<file path="config.mk">
export PLATFORM = sky130hd
export DESIGN_NAME = sd_cmd_tx
export DESIGN_NICKNAME = d
export VERILOG_FILES = /design/src/rtl/sd_pkg.sv /design/src/rtl/sd_crc7_ser.sv /design/src/rtl/sd_cmd_tx.sv
export SDC_FILE = /design/constraint.sdc
export NUM_CORES = 1
export LEC_CHECK = 0
export CORE_AREA = 10 10 144 93
export CTS_BUF_LIST = sky130_fd_sc_hd__clkbuf_8
export DETAILED_ROUTE_END_ITERATION = 16
export DIE_AREA = 0 0 154 103
export GPL_ROUTABILITY_DRIVEN = 0
export PLACE_DENSITY_LB_ADDON = 0.15
export SLEW_MARGIN = 0
export SYNTH_ARGS = -nofsm -noshare
export SYNTH_HDL_FRONTEND = slang
export SYNTH_SLANG_ARGS = --single-unit
</file>
<file path="constraint.sdc">
create_clock -name clk_i -period 2.47 [get_ports clk_i]
set_clock_uncertainty 0.05 [all_clocks]
set_input_delay 0.6175 -clock clk_i [delete_from_list [all_inputs] [get_ports clk_i]]
set_output_delay 0.6175 -clock clk_i [all_outputs]
set_load 0.05 [all_outputs]
</file>
<file path="src/rtl/sd_pkg.sv">
// sd_pkg: shared SD-bus constants, command-transmit state encoding and the CRC7 step function.
package sd_pkg;
  localparam int SD_CMD_FRAME_BITS = 48;
  localparam int SD_CMD_PAYLOAD_BITS = 40;
  localparam logic [6:0] SD_CRC7_POLY = 7'h09;
  typedef enum logic [2:0] {IDLE, PAYLOAD, CRC, STOP, NCC} sd_cmd_state_t;
  function automatic logic [6:0] crc7_step(input logic [6:0] crc, input logic b);
    return {crc[5:0], 1'b0} ^ ((b ^ crc[6]) ? SD_CRC7_POLY : 7'h00);
  endfunction
endpackage

</file>
<file path="src/rtl/sd_crc7_ser.sv">
// sd_crc7_ser: serial CRC7 (x^7+x^3+1); clear and enable together fold bit_i into a fresh zero CRC.
module sd_crc7_ser
  import sd_pkg::*;
(
  input  logic       clk_i,
  input  logic       rst_i,
  input  logic       clr_i,
  input  logic       en_i,
  input  logic       bit_i,
  output logic [6:0] crc_o
);
  always_ff @(posedge clk_i or posedge rst_i)
    if (rst_i) crc_o <= '0;
    else if (en_i) crc_o <= crc7_step(clr_i ? 7'h00 : crc_o, bit_i);
    else if (clr_i) crc_o <= '0;
endmodule

</file>
<file path="src/rtl/sd_cmd_tx.sv">
// sd_cmd_tx: serialises one 48-bit SD command frame onto CMD, advancing on clken_i ticks.
// Optional trailing NCC idle-high ticks are enabled by defining SD_CMD_TX_NCC_EN.
module sd_cmd_tx
  import sd_pkg::*;
#(
  parameter int NCC_CYCLES = 8
) (
  input  logic        clk_i,
  input  logic        rst_i,
  input  logic        clken_i,
  input  logic        start_i,
  input  logic [5:0]  cmd_idx_i,
  input  logic [31:0] arg_i,
  output logic        cmd_o,
  output logic        cmd_oe_o,
  output logic        busy_o,
  output logic        done_o
);
  localparam logic [5:0] PAYLOAD_LAST = 6'(SD_CMD_PAYLOAD_BITS - 1);
  localparam logic [5:0] CRC_LAST = 6'(SD_CMD_FRAME_BITS - SD_CMD_PAYLOAD_BITS - 2);
  localparam logic [5:0] NCC_LAST = 6'(NCC_CYCLES - 1);
  sd_cmd_state_t r_state;
  logic [39:0] r_sr;
  logic [5:0]  r_cnt;
  logic        r_cmd, r_oe, r_busy, r_done;
  logic        w_accept, w_crc_en, w_crc_bit, w_last;
  logic [6:0]  w_crc;
  assign w_accept = (r_state == IDLE) && start_i;
  assign w_last = (r_cnt == 6'd0);
  assign w_crc_en = w_accept || ((r_state == PAYLOAD) && clken_i && !w_last);
  assign w_crc_bit = w_accept ? 1'b0 : r_sr[39];
  sd_crc7_ser u_crc (
    .clk_i (clk_i),
    .rst_i (rst_i),
    .clr_i (w_accept),
    .en_i  (w_crc_en),
    .bit_i (w_crc_bit),
    .crc_o (w_crc)
  );
  // r_sr holds the bits still to launch; at the end of payload it is reloaded with the CRC tail and end bit
  always_ff @(posedge clk_i or posedge rst_i)
    if (rst_i) begin
      r_state <= IDLE;
      r_sr <= '0;
      r_cnt <= '0;
      r_cmd <= 1'b1;
      r_oe <= 1'b0;
      r_busy <= 1'b0;
      r_done <= 1'b0;
    end else begin
      r_done <= 1'b0;
      case (r_state)
        IDLE: if (start_i) begin
          r_sr <= {1'b1, cmd_idx_i, arg_i, 1'b0};
          r_cmd <= 1'b0;
          r_oe <= 1'b1;
          r_busy <= 1'b1;
          r_cnt <= PAYLOAD_LAST;
          r_state <= PAYLOAD;
        end
        PAYLOAD: if (clken_i) begin
          r_cmd <= w_last ? w_crc[6] : r_sr[39];
          r_sr <= w_last ? {w_crc[5:0], 1'b1, 33'd0} : {r_sr[38:0], 1'b0};
          r_cnt <= w_last ? CRC_LAST : r_cnt - 6'd1;
          if (w_last) r_state <= CRC;
        end
        CRC: if (clken_i) begin
          r_cmd <= r_sr[39];
          r_sr <= {r_sr[38:0], 1'b0};
          r_cnt <= w_last ? NCC_LAST : r_cnt - 6'd1;
          if (w_last) r_state <= STOP;
        end
        STOP: if (clken_i) begin
`ifdef SD_CMD_TX_NCC_EN
          r_state <= NCC;
`else
          r_state <= IDLE;
          r_oe <= 1'b0;
          r_busy <= 1'b0;
          r_done <= 1'b1;
`endif
        end
`ifdef SD_CMD_TX_NCC_EN
        NCC: if (clken_i) begin
          if (w_last) begin
            r_state <= IDLE;
            r_oe <= 1'b0;
            r_busy <= 1'b0;
            r_done <= 1'b1;
          end else r_cnt <= r_cnt - 6'd1;
        end
`endif
        default: r_state <= IDLE;
      endcase
    end
  assign cmd_o = r_cmd;
  assign cmd_oe_o = r_oe;
  assign busy_o = r_busy;
  assign done_o = r_done;
endmodule

</file>
Word-level counts from Yosys, hierarchy flattened
Cells that the tools add are included.
{ "word_totals": {"reg_bits": 59, "inputBits": 42, "word_cells": 63} }
{ "classes": {"n_addsub": 1, "n_eq_ne": 9, "mux": 32, "n_bitwise": 2, "reduce_logical": 12} }
{ "op_table": {"columns": ["operator", "count"], "rows": [
  ["2-to-1 mux 40 bit", 4],
  ["case mux 40 bit (3 select lines)", 1],
  ["2-to-1 mux 6 bit", 5],
  ["2-to-1 mux 3 bit", 6],
  ["case mux 6 bit (3 select lines)", 1],
  ["2-to-1 mux 7 bit", 2],
  ["!= test 2 bit (second input constant)", 6],
  ["case mux 3 bit (4 select lines)", 1],
  ["2-to-1 mux 1 bit", 9],
  ["bitwise XOR 7 bit", 1],
  ["equality test 3 x 2 -> 1 bit (second input constant)", 2],
  ["logical NOT 6 bit", 1],
  ["AND reduction 6 bit", 1],
  ["subtractor 6 x 1 -> 6 bit (second input constant)", 1],
  ["2-to-1 mux 4 bit", 1],
  ["AND reduction 4 bit", 1],
  ["equality test 3 x 1 -> 1 bit (second input constant)", 1],
  ["logical AND 1 bit", 3],
  ["logical NOT 3 bit", 1],
  ["case mux 1 bit (3 select lines)", 1],
  ["AND reduction 3 bit", 1],
  ["nonzero test 3 bit", 1],
  ["case mux 1 bit (2 select lines)", 1],
  ["nonzero test 2 bit", 1],
  ["3 further kinds", 3]
]} }

Logic depth before layout (Yosys ltp)
{ "logic_depth": {"ltp_word": 7, "ltp_mapped": 8, "depth_no_buf": 6} }

Modules after synthesis
Synthesis repeated with hierarchy kept, for this count alone.
{ "unflattened": {"hier_cells": 267, "area_unflattened_um2": 2860.2} }
{ "modules_own_cells": {"columns": ["mod", "instances", "cells_each", "area_per_inst_um2", "seq_area_each_um2"], "rows": [
  ["sd_cmd_tx", 1, 235, 2531.2, 1252.5],
  ["sd_crc7_ser", 1, 32, 329.1, 175.2]
]} }

Worst setup path after synthesis
Ideal clock, no wire load.
{ "synth_path": {"path_type": "flip-flop to flip-flop", "startpoint": "register r_state[1]", "endpoint": "register r_sr[34]", "setup_time_ns": 0.150, "t_arrival_ns": 1.863, "required_ns": 2.270, "slack_ns": 0.407, "stages_incl_launch_ff": 9, "n_path_buf": 2, "period_less_slack_ns": 2.063, "path_cell_list": "dfrtp_1 > inv_1 > ha_1 > buf_2 > or2_4 > a211oi_4 > buf_6 > mux2i_1 > a41oi_2"} }
{ "synth_via": {"elab_chain_cells": 3, "elab_cells_between_ends": 9} }
{ "synth_lines": {"columns": ["item", "line", "text"], "rows": [
  ["start: declaration", "sd_cmd_tx.sv:22", "sd_cmd_state_t r_state;"],
  ["start signal: assignment", "sd_cmd_tx.sv:43", "r_state <= IDLE;"],
  ["start signal: assignment", "sd_cmd_tx.sv:59", "r_state <= PAYLOAD;"],
  ["start signal: assignment", "sd_cmd_tx.sv:65", "if (w_last) r_state <= CRC;"],
  ["equality test 3 x 2 -> 1 bit (tied with other cells)", "sd_cmd_tx.sv:52", "case (r_state)"],
  ["!= test 2 bit (no source line) or nonzero test 3 bit (tied branches)", null, null],
  ["AND reduction 4 bit (no source line)", null, null],
  ["end signal: assignment", "sd_cmd_tx.sv:54", "r_sr <= {1'b1, cmd_idx_i, arg_i, 1'b0};"],
  ["end signal: assignment", "sd_cmd_tx.sv:63", "r_sr <= w_last ? {w_crc[5:0], 1'b1, 33'd0} : {r_sr[38:0], 1'b0};"],
  ["end signal: assignment", "sd_cmd_tx.sv:69", "r_sr <= {r_sr[38:0], 1'b0};"],
  ["end: declaration", "sd_cmd_tx.sv:23", "logic [39:0] r_sr;"]
]} }
Parallel ways exist; a longest one is shown, timed or not.
A chain may end at the register's enable or synchronous reset.

Final worst setup path
{ "layout_path": {"startpoint": "register r_cnt[0]", "endpoint": "register r_state[1]"} }
{ "layout_via": {"elab_chain_cells": 3, "elab_cells_between_ends": 4} }
{ "layout_lines": {"columns": ["item", "line", "text"], "rows": [
  ["start: declaration", "sd_cmd_tx.sv:24", "logic [5:0] r_cnt;"],
  ["start signal: assignment", "sd_cmd_tx.sv:64", "r_cnt <= w_last ? CRC_LAST : r_cnt - 6'd1;"],
  ["start signal: assignment", "sd_cmd_tx.sv:70", "r_cnt <= w_last ? NCC_LAST : r_cnt - 6'd1;"],
  ["logical NOT 6 bit *", "sd_cmd_tx.sv:29", "assign w_last = (r_cnt == 6'd0);"],
  ["!= test 2 bit (no source line)", null, null],
  ["AND reduction 6 bit (no source line) *", null, null]
]} }
Mark *: on every way between the ends. The rest lies on a longest branch, timed or not.

==> summary.txt <==
Run status
  • Status: complete, no violations

STA
  • Part of the cycle the worst path needs: 0.974
  • Fin. max-slew vios: 0
  • Final hold slack: 431 ps
  • Worst-margin pin slew: 630 ps
  • Final WS setup: roughly 64 ps
  • Tmin final: around 2400 ps
  • # setup viols final: 0
  • Final Hold Vio Count: 0
  • Slew margin rel.: 0.574
  • Peak Freq: just over 0.4 GHz
  • RSZ-0062 raised after global routing: false
  • Setup tns final: 0 ps

Placed design
  • Port buffer count: between 40 and 50
  • Placed cell area: about 3800 um^2
  • Placed cells: roughly 520
  • Dpl hpwl: ~5600 um
  • Post-Place Setup Slack: approximately 130 ps

Drt
  • Drt first pass iters: 4
  • Via/cell ratio: approximately 4.8
  • Total number of vias: around 2600
  • Wirelength per Cell: between 15 and 20 um
  • 1st-iter DRT viols: roughly 140
  • Antenna-violating nets left: 0
  • Final WL: a little over 8000 um
  • DRC: 0

Clocking
  • Hold_buf cts: 0
  • Worst-Skew Late Latency: ~350 ps
  • TritonCTS buffer count: 9
  • Post-cts gate resize count: 0
  • TritonCTS clock tree: done
  • CTS Buffer Depth: 2
  • Post-CTS setup buffers: 0
  • Clock root cell: clkbuf_8
  • Clk sinks: 57
  • Clock-pin transition on the worst setup and hold timing paths: roughly 70 ps
  • H-tree Lvls: 3

Worst hold path
  • Hold worst-path end: r_sr[1]
  • Hold Path Stages: 2
  • Worst hold path type: reg2reg
  • HP Start: r_sr[1]

Floorplanning
  • Core area: 10900 um^2
  • Die area: approximately 16000 um^2
  • Die width: ~150 um
  • # rows: 30
  • Initial core utilization: 0.290
  • Overall die height: 103 um
  • Io pins: 46

Yosys
  • Seq cells post-synth: 57
  • Mapped Area: between 3000 and 4000 um^2
  • Avg Cell Area, Syn: 9.12 um^2
  • Largest area contributor in the netlist: dfrtp_1
  • Post-synthesis cell count: about 350
  • Top_reg_cell synth: dfrtp_1
  • Syn nets: ~400
  • Top-count cell post-synth: dfrtp_1
  • Post-synth EDFFs: 0
  • Top cell type's share of synthesized area: 0.443
  • Synth cell count leaders: 56 x dfrtp_1, 41 x inv_1, 38 x nor2_1
  • Top cells by area, synth: dfrtp_1 44%, a21oi_1 5.7%, inv_1 4.9%, o22ai_1 4.5%, nor2_1 4.5%
  • Synth Warn #: 0
  • Register area share after synthesis: 0.451
  • Asr flop ratio synth: 1.00
  • Count of cell types in the netlist: 43

Flow run
  • Maxcap violations: 0

Critical path
  • Setup crit start kind: flip-flop
  • Reg-to-Reg End: r_state[1]
  • Cell depth of the worst flop-to-flop path: 6
  • CP required: approximately 2700 ps
  • Critical path depth in cells: 6
  • Slowest-stage cell, CP: nor4b_1
  • Arr. time, crit path: 2630 ps
  • CP cell instances: inv_1 > ha_1 > nor4b_1 > nand2_1 > a21oi_1 > mux2i_1
  • Buf/Inv on CP: 1
  • CP delay by family, top: simple AND/OR/NAND/NOR gates
  • Crit-path max FO: 7
  • CP Class: reg2reg
  • Largest stage delay, worst path: roughly 550 ps
  • Reg-to-reg startpoint: r_cnt[0]
  • Setup slack, reg-to-reg: 60 ps
  • Crit end category: flip-flop

Power
  • PwrDens: 1560 nW/um^2
  • Tot Pwr: between 6 and 7 mW
  • Leak: roughly 1.7 nW
  • Peak VDD IR: about 640 uV

Finish
  • Utilization after layout: 0.364
  • Area grow syn2layout: 25.8%
  • Nets: roughly 440
  • Layout cells sized above 1: 0.139
  • Non-Filler Instances: approximately 540
  • FILL cells: 1105
  • Post-route cell area: 3980 um^2
  • Multi-input gate area: 1440 um^2
  • Inserted Diodes: 0
  • FF/Latch Area: 1430 um^2

Global route
  • Largest net degree at the start of global routing: a little under 60
  • Initial antenna violation count: 0
  • GRT Residual Overflow: 0
  • Vias in the first global route: approximately 2700
  • First-pass GRT wire length: approximately 14000 um
  • Gr usage total: 0.109
[cell type report]
type,count,area share
timing repair buffer,57,0.148
inverter,42,0.0396
clock inverter,6,0.0129
tap,144,0.0453
sequential,57,0.359
clock buffer,10,0.0346
multi-input combinational,223,0.361
[layer usage]
metal,wire length [um],vias up,GRT usage
li1,-,1296,-
met1,4500,1201,0.161
met2,3230,55,0.142
met3,449,9,0.0388
met4,95,0,0.0325
met5,0,-,0
[cell usage in the layout, fill, tap and decap left out, types with 5 or more instances in the layout]
cell type        instances
o22ai_1                 23
clkbuf_8                10
ha_1                     6
or2_2                    5
nand2_1                 25
nand3_1                  7
a41oi_2                  5
nor2_1                  38
o21ai_1                  7
mux2i_1                  7
nor3_1                   8
o22ai_2                 10
dfrtp_1                 56
a21oi_1                 36
clkdlybuf4s50_1         45
a31oi_1                  8
inv_1                   43
buf_4                    8
o21ai_0                 11
[report_power, final]
group | internal [mW] | leakage, nW | switching [mW] | total [mW]
sequential | 1.44 | 0.683 | 0.337 | 1.77
clock | 0.479 | 0.110 | 0.382 | 0.860
combinational | 1.45 | 0.904 | 2.13 | 3.58
[worst max path at each step]
stage / startpoint / end / slack, ps
6_report: r_cnt[0] / r_state[1] / 60
5_1_grt: r_cnt[0] / r_state[0] / 20
4_1_cts: cmd_o / cmd_o / 90
3_5_place_dp: start_i / r_sr[20] / 130
3_3_place_gp: start_i / r_sr[17] / 160
2_1_floorplan: rst_i / busy_o / 400
[state kept, by name, indices dropped and copies added, names as in the netlist]
signal / cells
r_sr: 39
u_crc.crc_o: 7
r_cnt: 6
r_state: 2
busy_o: 1
cmd_o: 1
done_o: 1
[worst register-to-register path, stage by stage (launching register included)]
cell and delay, ps:
dfrtp_1 410, inv_1 120, ha_1 230, nor4b_1 550
nand2_1 340, a21oi_1 390, mux2i_1 230
[logic make-up (layout without fill, tap and decap cells)]
kind of cell | count (synthesis) | after routing | share of synthesized area
compound gates | 115 | 115 | 0.269
simple gates | 93 | 93 | 0.133
buf+inv | 67 | 115 | 0.0949
flops | 57 | 57 | 0.451
mux | 7 | 7 | 0.0221
fa+ha+maj | 6 | 6 | 0.0237
xor+xnor | 2 | 2 | 0.00554
Power figures use the tool's default switching activity.
